===== config.mk =====
export PLATFORM = sky130hd
export DESIGN_NAME = cpu_muldiv
export DESIGN_NICKNAME = d
export VERILOG_FILES = /design/src/rtl/cpu_muldiv_pkg.sv /design/src/rtl/cpu_div_iter.sv /design/src/rtl/cpu_muldiv.sv
export SDC_FILE = /design/constraint.sdc
export NUM_CORES = 2
export LEC_CHECK = 0
export ABC_CLOCK_PERIOD_IN_PS = 7900
export BUFFER_PORTS_ARGS = -buffer_cell sky130_fd_sc_hd__buf_2
export CELL_PAD_IN_SITES_DETAIL_PLACEMENT = 1
export CELL_PAD_IN_SITES_GLOBAL_PLACEMENT = 2
export CORE_AREA = 2 2 337 423
export DETAILED_ROUTE_END_ITERATION = 8
export DIE_AREA = 0 0 339 425
export GPL_ROUTABILITY_DRIVEN = 0
export PLACE_DENSITY_LB_ADDON = 0.1
export SYNTH_ARGS = -nofsm -noshare
export SYNTH_HDL_FRONTEND = slang
export SYNTH_HIERARCHICAL = 1
export SYNTH_SLANG_ARGS = --single-unit

===== constraint.sdc =====
create_clock -name clk -period 7.9 [get_ports clk]
set_clock_uncertainty 0.05 [all_clocks]
set_input_delay 1.185 -clock clk [delete_from_list [all_inputs] [get_ports clk]]
set_output_delay 1.185 -clock clk [all_outputs]
set_load 0.01 [all_outputs]

===== src/rtl/cpu_muldiv_pkg.sv =====
// Shared op codes and FSM states for the multiply/divide unit.
package cpu_muldiv_pkg;

    typedef enum logic [2:0] {
        MD_MULT  = 3'd0,
        MD_MULTU = 3'd1,
        MD_DIV   = 3'd2,
        MD_DIVU  = 3'd3,
        MD_MTHI  = 3'd4,
        MD_MTLO  = 3'd5
    } muldiv_op_t;

    typedef enum logic [1:0] {
        ST_IDLE,
        ST_MUL,
        ST_DIV,
        ST_FIX
    } muldiv_state_t;

    function automatic logic is_signed_op(input muldiv_op_t op);
        return (op == MD_MULT) || (op == MD_DIV);
    endfunction

endpackage


===== src/rtl/cpu_div_iter.sv =====
// Unsigned radix-2 restoring divider core: one quotient bit per step, MSB first.
module cpu_div_iter #(
    parameter int WIDTH = 32
) (
    input  logic             clk,
    input  logic             reset_n,
    input  logic             load,
    input  logic             step,
    input  logic [WIDTH-1:0] dividend,
    input  logic [WIDTH-1:0] divisor,
    output logic [WIDTH-1:0] quotient,
    output logic [WIDTH-1:0] remainder
);

    logic [WIDTH-1:0] dvsr;
    logic [WIDTH:0]   shifted;
    logic [WIDTH:0]   diff;

    // Partial remainder is WIDTH+1 bits wide only transiently; a kept
    // result is always below the divisor, so WIDTH bits of state suffice.
    assign shifted = {remainder, quotient[WIDTH-1]};
    assign diff    = shifted - {1'b0, dvsr};

    always_ff @(posedge clk or negedge reset_n) begin
        if (!reset_n) begin
            quotient  <= '0;
            remainder <= '0;
            dvsr      <= '0;
        end else if (load) begin
            quotient  <= dividend;
            remainder <= '0;
            dvsr      <= divisor;
        end else if (step) begin
            if (!diff[WIDTH]) begin
                remainder <= diff[WIDTH-1:0];
                quotient  <= {quotient[WIDTH-2:0], 1'b1};
            end else begin
                remainder <= shifted[WIDTH-1:0];
                quotient  <= {quotient[WIDTH-2:0], 1'b0};
            end
        end
    end

endmodule


===== src/rtl/cpu_muldiv.sv =====
// Multi-cycle multiply/divide unit owning HI/LO; multiply latency is
// counter-driven, divide runs the iterative core then a sign-fix cycle.
module cpu_muldiv
    import cpu_muldiv_pkg::*;
#(
    parameter int WIDTH       = 32,
    parameter int MUL_LATENCY = 2
) (
    input  logic             clk,
    input  logic             reset_n,
    input  logic             start_i,
    input  logic [2:0]       op_i,
    input  logic [WIDTH-1:0] rs_i,
    input  logic [WIDTH-1:0] rt_i,
    input  logic             abort_i,
    output logic [WIDTH-1:0] hi_o,
    output logic [WIDTH-1:0] lo_o,
    output logic             busy_o,
    output logic             done_o,
    output logic             div_zero_o
);

    localparam int CNT_W = $clog2((WIDTH > 8) ? WIDTH : 8);

    muldiv_state_t state, state_nxt;
    muldiv_op_t    op;
    logic [CNT_W-1:0] cnt;
    logic             accept;

    logic [WIDTH-1:0]   mul_a, mul_b;
    logic               mul_sgn;
    logic [2*WIDTH-1:0] ma_x, mb_x, prod;

    logic             op_sgn, div_load, div_step;
    logic [WIDTH-1:0] rs_mag, rt_mag, quo, rem, q_fix, r_fix;
    logic             q_neg, r_neg, dz_pend;

    assign op     = muldiv_op_t'(op_i);
    assign op_sgn = is_signed_op(op);
    assign accept = start_i && !abort_i && (state == ST_IDLE);
    assign busy_o = (state != ST_IDLE);

    // Low 2W bits of a 2W x 2W product are exact for both signednesses.
    assign ma_x = {{WIDTH{mul_sgn & mul_a[WIDTH-1]}}, mul_a};
    assign mb_x = {{WIDTH{mul_sgn & mul_b[WIDTH-1]}}, mul_b};
    assign prod = ma_x * mb_x;

    assign rs_mag   = (op_sgn && rs_i[WIDTH-1]) ? -rs_i : rs_i;
    assign rt_mag   = (op_sgn && rt_i[WIDTH-1]) ? -rt_i : rt_i;
    assign div_load = accept && ((op == MD_DIV) || (op == MD_DIVU));
    assign div_step = (state == ST_DIV);
    assign q_fix    = q_neg ? -quo : quo;
    assign r_fix    = r_neg ? -rem : rem;

    cpu_div_iter #(.WIDTH(WIDTH)) u_div (
        .clk       (clk),
        .reset_n   (reset_n),
        .load      (div_load),
        .step      (div_step),
        .dividend  (rs_mag),
        .divisor   (rt_mag),
        .quotient  (quo),
        .remainder (rem)
    );

    always_ff @(posedge clk or negedge reset_n) begin
        if (!reset_n) state <= ST_IDLE;
        else          state <= state_nxt;
    end

    always_comb begin
        state_nxt = state;
        done_o    = 1'b0;
        case (state)
            ST_IDLE: begin
                if (accept) begin
                    if ((op == MD_MULT) || (op == MD_MULTU))    state_nxt = ST_MUL;
                    else if ((op == MD_DIV) || (op == MD_DIVU)) state_nxt = ST_DIV;
                end
            end
            ST_MUL: begin
                if (cnt == '0) begin
                    done_o    = 1'b1;
                    state_nxt = ST_IDLE;
                end
            end
            ST_DIV: if (cnt == '0) state_nxt = ST_FIX;
            ST_FIX: begin
                done_o    = 1'b1;
                state_nxt = ST_IDLE;
            end
            default: state_nxt = ST_IDLE;
        endcase
        if (abort_i && (state != ST_IDLE)) begin
            state_nxt = ST_IDLE;
            done_o    = 1'b0;
        end
    end

    always_ff @(posedge clk or negedge reset_n) begin
        if (!reset_n) begin
            hi_o       <= '0;
            lo_o       <= '0;
            cnt        <= '0;
            mul_a      <= '0;
            mul_b      <= '0;
            mul_sgn    <= 1'b0;
            q_neg      <= 1'b0;
            r_neg      <= 1'b0;
            dz_pend    <= 1'b0;
            div_zero_o <= 1'b0;
        end else if (accept) begin
            div_zero_o <= 1'b0;
            case (op)
                MD_MTHI: hi_o <= rs_i;
                MD_MTLO: lo_o <= rs_i;
                MD_MULT, MD_MULTU: begin
                    mul_a   <= rs_i;
                    mul_b   <= rt_i;
                    mul_sgn <= op_sgn;
                    cnt     <= CNT_W'(MUL_LATENCY - 1);
                end
                MD_DIV, MD_DIVU: begin
                    dz_pend <= (rt_i == '0);
                    q_neg   <= op_sgn && (rs_i[WIDTH-1] ^ rt_i[WIDTH-1]) && (rt_i != '0);
                    r_neg   <= op_sgn && rs_i[WIDTH-1];
                    cnt     <= CNT_W'(WIDTH - 1);
                end
                default: ;
            endcase
        end else if (abort_i) begin
            // Flag raised on entry to FIX must not outlive a cancelled divide.
            if (state == ST_FIX) div_zero_o <= 1'b0;
        end else begin
            case (state)
                ST_MUL: begin
                    if (cnt == '0) begin
                        hi_o <= prod[2*WIDTH-1:WIDTH];
                        lo_o <= prod[WIDTH-1:0];
                    end else begin
                        cnt <= cnt - 1'b1;
                    end
                end
                ST_DIV: begin
                    if (cnt == '0) div_zero_o <= dz_pend;
                    else           cnt <= cnt - 1'b1;
                end
                ST_FIX: begin
                    hi_o <= r_fix;
                    lo_o <= q_fix;
                end
                default: ;
            endcase
        end
    end

endmodule

# [Word-level counts from Yosys, hierarchy flattened]
# Cells that the tools add are included.
[word_totals] reg_bits=236 input_bits=71 elab_cells=116
[op_classes] addsub=6 multipliers=1 n_eq_ne=19 n_mux=40 bitwise_logic=3 n_reduce_logical=33
[ops] op="32-bit two-way mux" count=17
[ops] op="32-bit negation" count=4
[ops] op="32-bit case mux with 2 select lines" count=2
[ops] op="33-bit by 33-bit multiplier with 64-bit output" count=1
[ops] op="33-bit by 32-bit subtractor with 33-bit output" count=1
[ops] op="32-bit logical NOT" count=1
[ops] op="32-bit nonzero test" count=1
[ops] op="5-bit two-way mux" count=4
[ops] op="4-bit AND reduction" count=4
[ops] op="2-bit two-way mux" count=6
[ops] op="5-bit case mux with 2 select lines" count=1
[ops] op="3-bit by 1-bit != test with 1-bit output, second input constant" count=3
[ops] op="3-bit nonzero test" count=3
[ops] op="1-bit logical AND" count=8
[ops] op="1-bit two-way mux" count=8
[ops] op="2-bit case mux with 4 select lines" count=1
[ops] op="3-bit by 2-bit equality test with 1-bit output, second input constant" count=2
[ops] op="3-bit equality test, second input constant" count=2
[ops] op="2-bit by 1-bit != test with 1-bit output, second input constant" count=3
[ops] op="3-bit != test, second input constant" count=2
[ops] op="2-bit nonzero test" count=3
[ops] op="2-bit OR reduction" count=3
[ops] op="5-bit logical NOT" count=1
[ops] op="5-bit by 1-bit subtractor with 5-bit output, second input constant" count=1
[ops] op="15 further kinds" count=20

# [Longest topological paths before layout]
[depth] word_depth=7 ltp_mapped=31 depth_no_buf=28

# [Hierarchy]
# The synthesis kept the hierarchy.
[modules_own_cells] module="cpu_muldiv" instances=1 cells_per_inst=5205 area_per_inst_um2=46907.5
[modules_own_cells] module="cpu_div_iter" instances=1 cells_per_inst=715 area_per_inst_um2=6045.8

# [Worst setup path before layout]
# OpenSTA, ideal clock, no wires.
[synth_timing] path_kind="flip-flop to flip-flop" from="register mul_a[31]" to="register hi_o[31]" setup_time_ns=0.118 arrival_time_ns=7.667 path_slack_ns=0.065 stages_incl_launch_ff=31 n_path_buf=2 cell_sequence="dfrtp_1 clkbuf_1 and2_1 clkbuf_1 nand2_1 inv_1 fa_1 inv_1 fa_1 inv_1 fa_1 fa_1 inv_1 fa_1 inv_1 fa_1 inv_1 fa_1 fa_1 inv_1 ha_1 nand2_1 o21ai_0 a41oi_1 o21a_1 o21ai_0 o21ai_0 a21oi_1 nor2_1 xnor2_1 a21o_1"
[synth_between] elab_chain_cells=6
[synth_rtl] item="start: declaration" line_no="cpu_muldiv.sv:30" rtl="logic [WIDTH-1:0] mul_a, mul_b;"
[synth_rtl] item="start signal: assignment" line_no="cpu_muldiv.sv:118" rtl="mul_a <= rs_i;"
[synth_rtl] item="1-bit AND" line_no="cpu_muldiv.sv:44" rtl="assign ma_x = {{WIDTH{mul_sgn & mul_a[WIDTH-1]}}, mul_a};"
[synth_rtl] item="33-bit by 33-bit multiplier with 64-bit output (*)" line_no="cpu_muldiv.sv:46" rtl="assign prod = ma_x * mb_x;"
[synth_rtl] item="32-bit two-way mux (*)" line_no="cpu_muldiv.sv:137" rtl="if (cnt == '0) begin"
[synth_rtl] item="32-bit case mux with 2 select lines (*)" line_no="cpu_muldiv.sv:135" rtl="case (state)"
[synth_rtl] item="32-bit two-way mux (*)" line_no="cpu_muldiv.sv:131" rtl="end else if (abort_i) begin"
[synth_rtl] item="32-bit two-way mux (*)" line_no="cpu_muldiv.sv:112" rtl="end else if (accept) begin"
[synth_rtl] item="end signal: assignment" line_no="cpu_muldiv.sv:115" rtl="MD_MTHI: hi_o <= rs_i;"
[synth_rtl] item="end signal: assignment" line_no="cpu_muldiv.sv:138" rtl="hi_o <= prod[2*WIDTH-1:WIDTH];"
[synth_rtl] item="end signal: assignment" line_no="cpu_muldiv.sv:149" rtl="hi_o <= r_fix;"
[synth_rtl] item="end: declaration" line_no="cpu_muldiv.sv:16" rtl="output logic [WIDTH-1:0] hi_o,"
# Every way passes the cells marked *; elsewhere a longest branch is shown, timed or not. The select of a mux whose other input is x is not followed.
# A chain may end at the register's enable or synchronous reset.

# [Worst setup path in the final report]
[layout_timing] from="register mul_a[15]" to="register hi_o[6]"
[layout_between] elab_chain_cells=5
[layout_rtl] item="33-bit by 33-bit multiplier with 64-bit output" line_no="cpu_muldiv.sv:46"
[layout_rtl] item="32-bit two-way mux" line_no="cpu_muldiv.sv:137"
[layout_rtl] item="32-bit case mux with 2 select lines" line_no="cpu_muldiv.sv:135"
[layout_rtl] item="32-bit two-way mux" line_no="cpu_muldiv.sv:131"
[layout_rtl] item="32-bit two-way mux" line_no="cpu_muldiv.sv:112"
# Every way passes these cells. The select of a mux whose other input is x is not followed.

==> reports/summary.md <==
### CTS
- clock tree from TritonCTS: built
- number of buffers inserted for hold repair after clock tree synthesis: 0
- clk root buf: sky130_fd_sc_hd__clkbuf_16
- Clock Sinks: 236
- Clk pin slew, worst setup/hold paths: 0.07 ns
- CTS Buffer Depth: 3
- H-tree depth: 2
- clock insertion delay at the later pin of the skew report: 0.60 ns
- clock buffers created by TritonCTS: 34

### Floorplan
- width of the chip: 339 um
- count of boundary I/O pins: 138
- number of placement rows: 154
- total die area: 144,100 um2
- effective utilization at floorplan: 37.80%
- die outline height: 425 um
- total core area: 140,100 um2

### Layout
- most frequent cells in the layout: sky130_fd_sc_hd__inv_1 (1,173), sky130_fd_sc_hd__fa_1 (1,095), sky130_fd_sc_hd__nand2_1 (967)
- Final Util: 43.52%
- final cell count without fillers: 8,057
- share of layout cells above drive strength 1: 14.55%
- fin nets: 7,605
- most common cell after layout, fill and taps aside: sky130_fd_sc_hd__inv_1
- FILL cells: 16.14k
- area added between synthesis and finish: 15.14%

### STA
- fin crit share: 98.09%
- worst hold margin: 0.4259 ns
- number of pins exceeding their max-slew limit in the final report: 0
- headroom to the max-slew limit: 35.51%
- unrepaired setup endpoints after global routing: yes
- slew at the pin closest to its max-slew limit: 0.9673 ns
- fin crit period: 7.749 ns
- endpoints failing setup: 0
- count of endpoints failing hold in the final timing report: 0
- FMAX: 0.1291 GHz

### Synthesis
- most frequently used flop master after synthesis: sky130_fd_sc_hd__dfrtp_1
- share of synthesized area occupied by flip-flops and latches: 11.15%
- flip-flop and latch count after synthesis: 236
- Net Count, Synth: 7,372
- Unique masters post-synth: 79
- EDFF count, synth: 0
- Syn Area/Cell: 8.945 um2
- Cells after Synth: 5,920
- share of async-settable or async-resettable flops after synthesis: 100.0%
- Ys Warns: 6
- Cell Area, Synth: 52,950 um2

### Global routing
- all-layer global routing usage: 26.94%
- GR Overflow Total: 0
- pin count of the biggest net entering global routing: 123
- wire length of the first global-routing pass: 294,000 um
- via count of the first global-routing pass: 46.59k
- initial antenna violation count: 14

### Detailed routing
- total wire length after detailed routing: 192,800 um
- Antenna Nets Post-Route: 0
- per-cell routed wire length: 23.93 um
- first-pass iteration count of the detailed router: 5
- count of unresolved DRC violations after routing: 0
- drt first-iter violations: 2,111
- via count: 41.36k
- DR vias/cell: 5.134

### Setup path
- data required time at the worst endpoint: 8.32 ns
- delay of the slowest cell on the worst path: 0.66 ns
- Critical Path Fanout Max: 11
- category of the most critical setup path: reg -> reg
- category of the worst setup path launch point: register
- critical path's slowest cell: sky130_fd_sc_hd__fa_2
- most repeated library cell on the critical path: sky130_fd_sc_hd__fa_1
- sort of element at the end of the critical path: register
- setup slack on the worst flop-to-flop path: 0.15 ns
- family of cells with the greatest summed delay on the critical path: adder cells
- Buf/Inv on CP: 6
- signal arrival time at the worst endpoint: 8.17 ns

### Run
- max cap viols: 0

### Placement
- detailed-placement wirelength estimate: 161,100 um
- count of placed standard cells including taps: 7,945
- number of port buffers: 137

### Min path
- type of the most critical hold path: reg -> reg

### Run status
- outcome: finished, final reports clean

-- flip-flops by register name (all words and copies together) (netlist names) --
name / cells
cnt: 5
div_zero_o: 1
dz_pend: 1
hi_o: 32
lo_o: 32
mul_a: 32
mul_b: 32
mul_sgn: 1
q_neg: 1
r_neg: 1
state: 2
u_div/dvsr: 32
u_div/quotient: 32
u_div/remainder: 32
-- worst paths after layout --
check                           from   endpoint  cells past startpoint
min                          lo_o[2]    lo_o[2]                      2
min reg2reg                  lo_o[2]    lo_o[2]                      2
max                        mul_a[15]    hi_o[6]                     26
max reg2reg                mul_a[15]    hi_o[6]                     26
min in group asynchronous    reset_n  mul_a[12]                      1
max in group asynchronous    reset_n     cnt[2]                      2
-- stage by stage --
| step | setup slack [ns] | TNS (ns) | area, um2 |
|---|---|---|---|
| after floorplan | 0.06537 | 0 | 52950 |
| after global routing | -0.09615 | -0.6676 | 60950 |
| after CTS | -0.01813 | -0.01813 | 59540 |
| after global placement | -0.4125 | -4.642 | 58110 |
| after detailed placement | -0.4256 | -5.275 | 58110 |
| final | 0.1511 | 0 | 60970 |
-- metal layers --
layer	track usage [%]	routed length [um]
met5	0	13
met4	6.311	5282
met2	46.71	95310
met1	36.75	84950
met3	2.010	7266
-- cell families after synthesis --
family                   synth area share (%)
AND/OR/NAND/NOR                         15.15
buffers and inverters                   10.83
adder cells (fa/ha/maj)                 48.59
AO/OA/AOI/OAI                           8.639
flip-flops                              11.15
XOR/XNOR                                3.606
multiplexers                            2.032
-- layout make-up --
cell class	instances	area, um2	share of cell area (%)
multi-input combinational	4160	42420	69.57
antenna	7	17.52	0.02873
tap	1872	2342	3.842
timing repair buffer	525	4603	7.550
clock inverter	14	183.9	0.3017
sequential	236	5928	9.723
inverter	1196	4496	7.373
clock buffer	47	979.7	1.607
-- worst reg2reg max path: cells and delay by family (launching register included) --
| kind | cells | cell delay (ns) |
|---|---|---|
| adder cells (fa/ha/maj) | 9 | 4.25 |
| AO/OA/AOI/OAI | 7 | 1.55 |
| buffers and inverters | 6 | 0.65 |
| AND/OR/NAND/NOR | 3 | 0.47 |
| flip-flops | 1 | 0.43 |
| XOR/XNOR | 1 | 0.20 |
-- repair_timing --
item | 4_1_cts | 5_1_grt
setup endpoints to repair | 27 | 38
pin swaps | 24 | 120
cloned | 0 | 7
resized for setup | 62 | 240
buffers inserted | 4 | 33
-- Yosys cell counts (all sizes together) (4+ instances only) --
master,n,area (um2)
o2111ai,4,35.03
o211ai,16,125.1
inv,1196,4489
o41ai,17,167.7
mux2i,40,400.4
or4,15,123.9
fa,1126,22540
o31ai,35,291.5
o21bai,17,127.6
o31a,6,52.55
dfrtp,236,5906
a21oi,176,888.4
a31oi,15,93.84
or2,12,77.58
nor4,9,62.56
and2,356,2227
clkbuf,308,1159
nand4,14,87.58
and3,40,250.2
o221ai,16,140.1
nand3b,10,78.82
o21ai,231,1156
nand3,28,140.1
nor2,187,701.9
xor2,89,779.5
mux2,60,675.7
nor2b,18,112.6
a211oi,39,297.8
nor3,32,165.2
o311ai,4,35.03
o22ai,8,50.05
xnor2,129,1130
nand2,976,3664
a21o,46,345.3
nand2b,14,87.58
nor3b,6,45.04
o21a,20,150.1
ha,255,3191
buf,20,86.33
a22o,6,52.55
a32oi,4,35.03
a311oi,31,271.5
or3,17,106.4
Power is not shown: default switching activity piles up to over one toggle a cycle in this logic, so the estimate is an artifact.
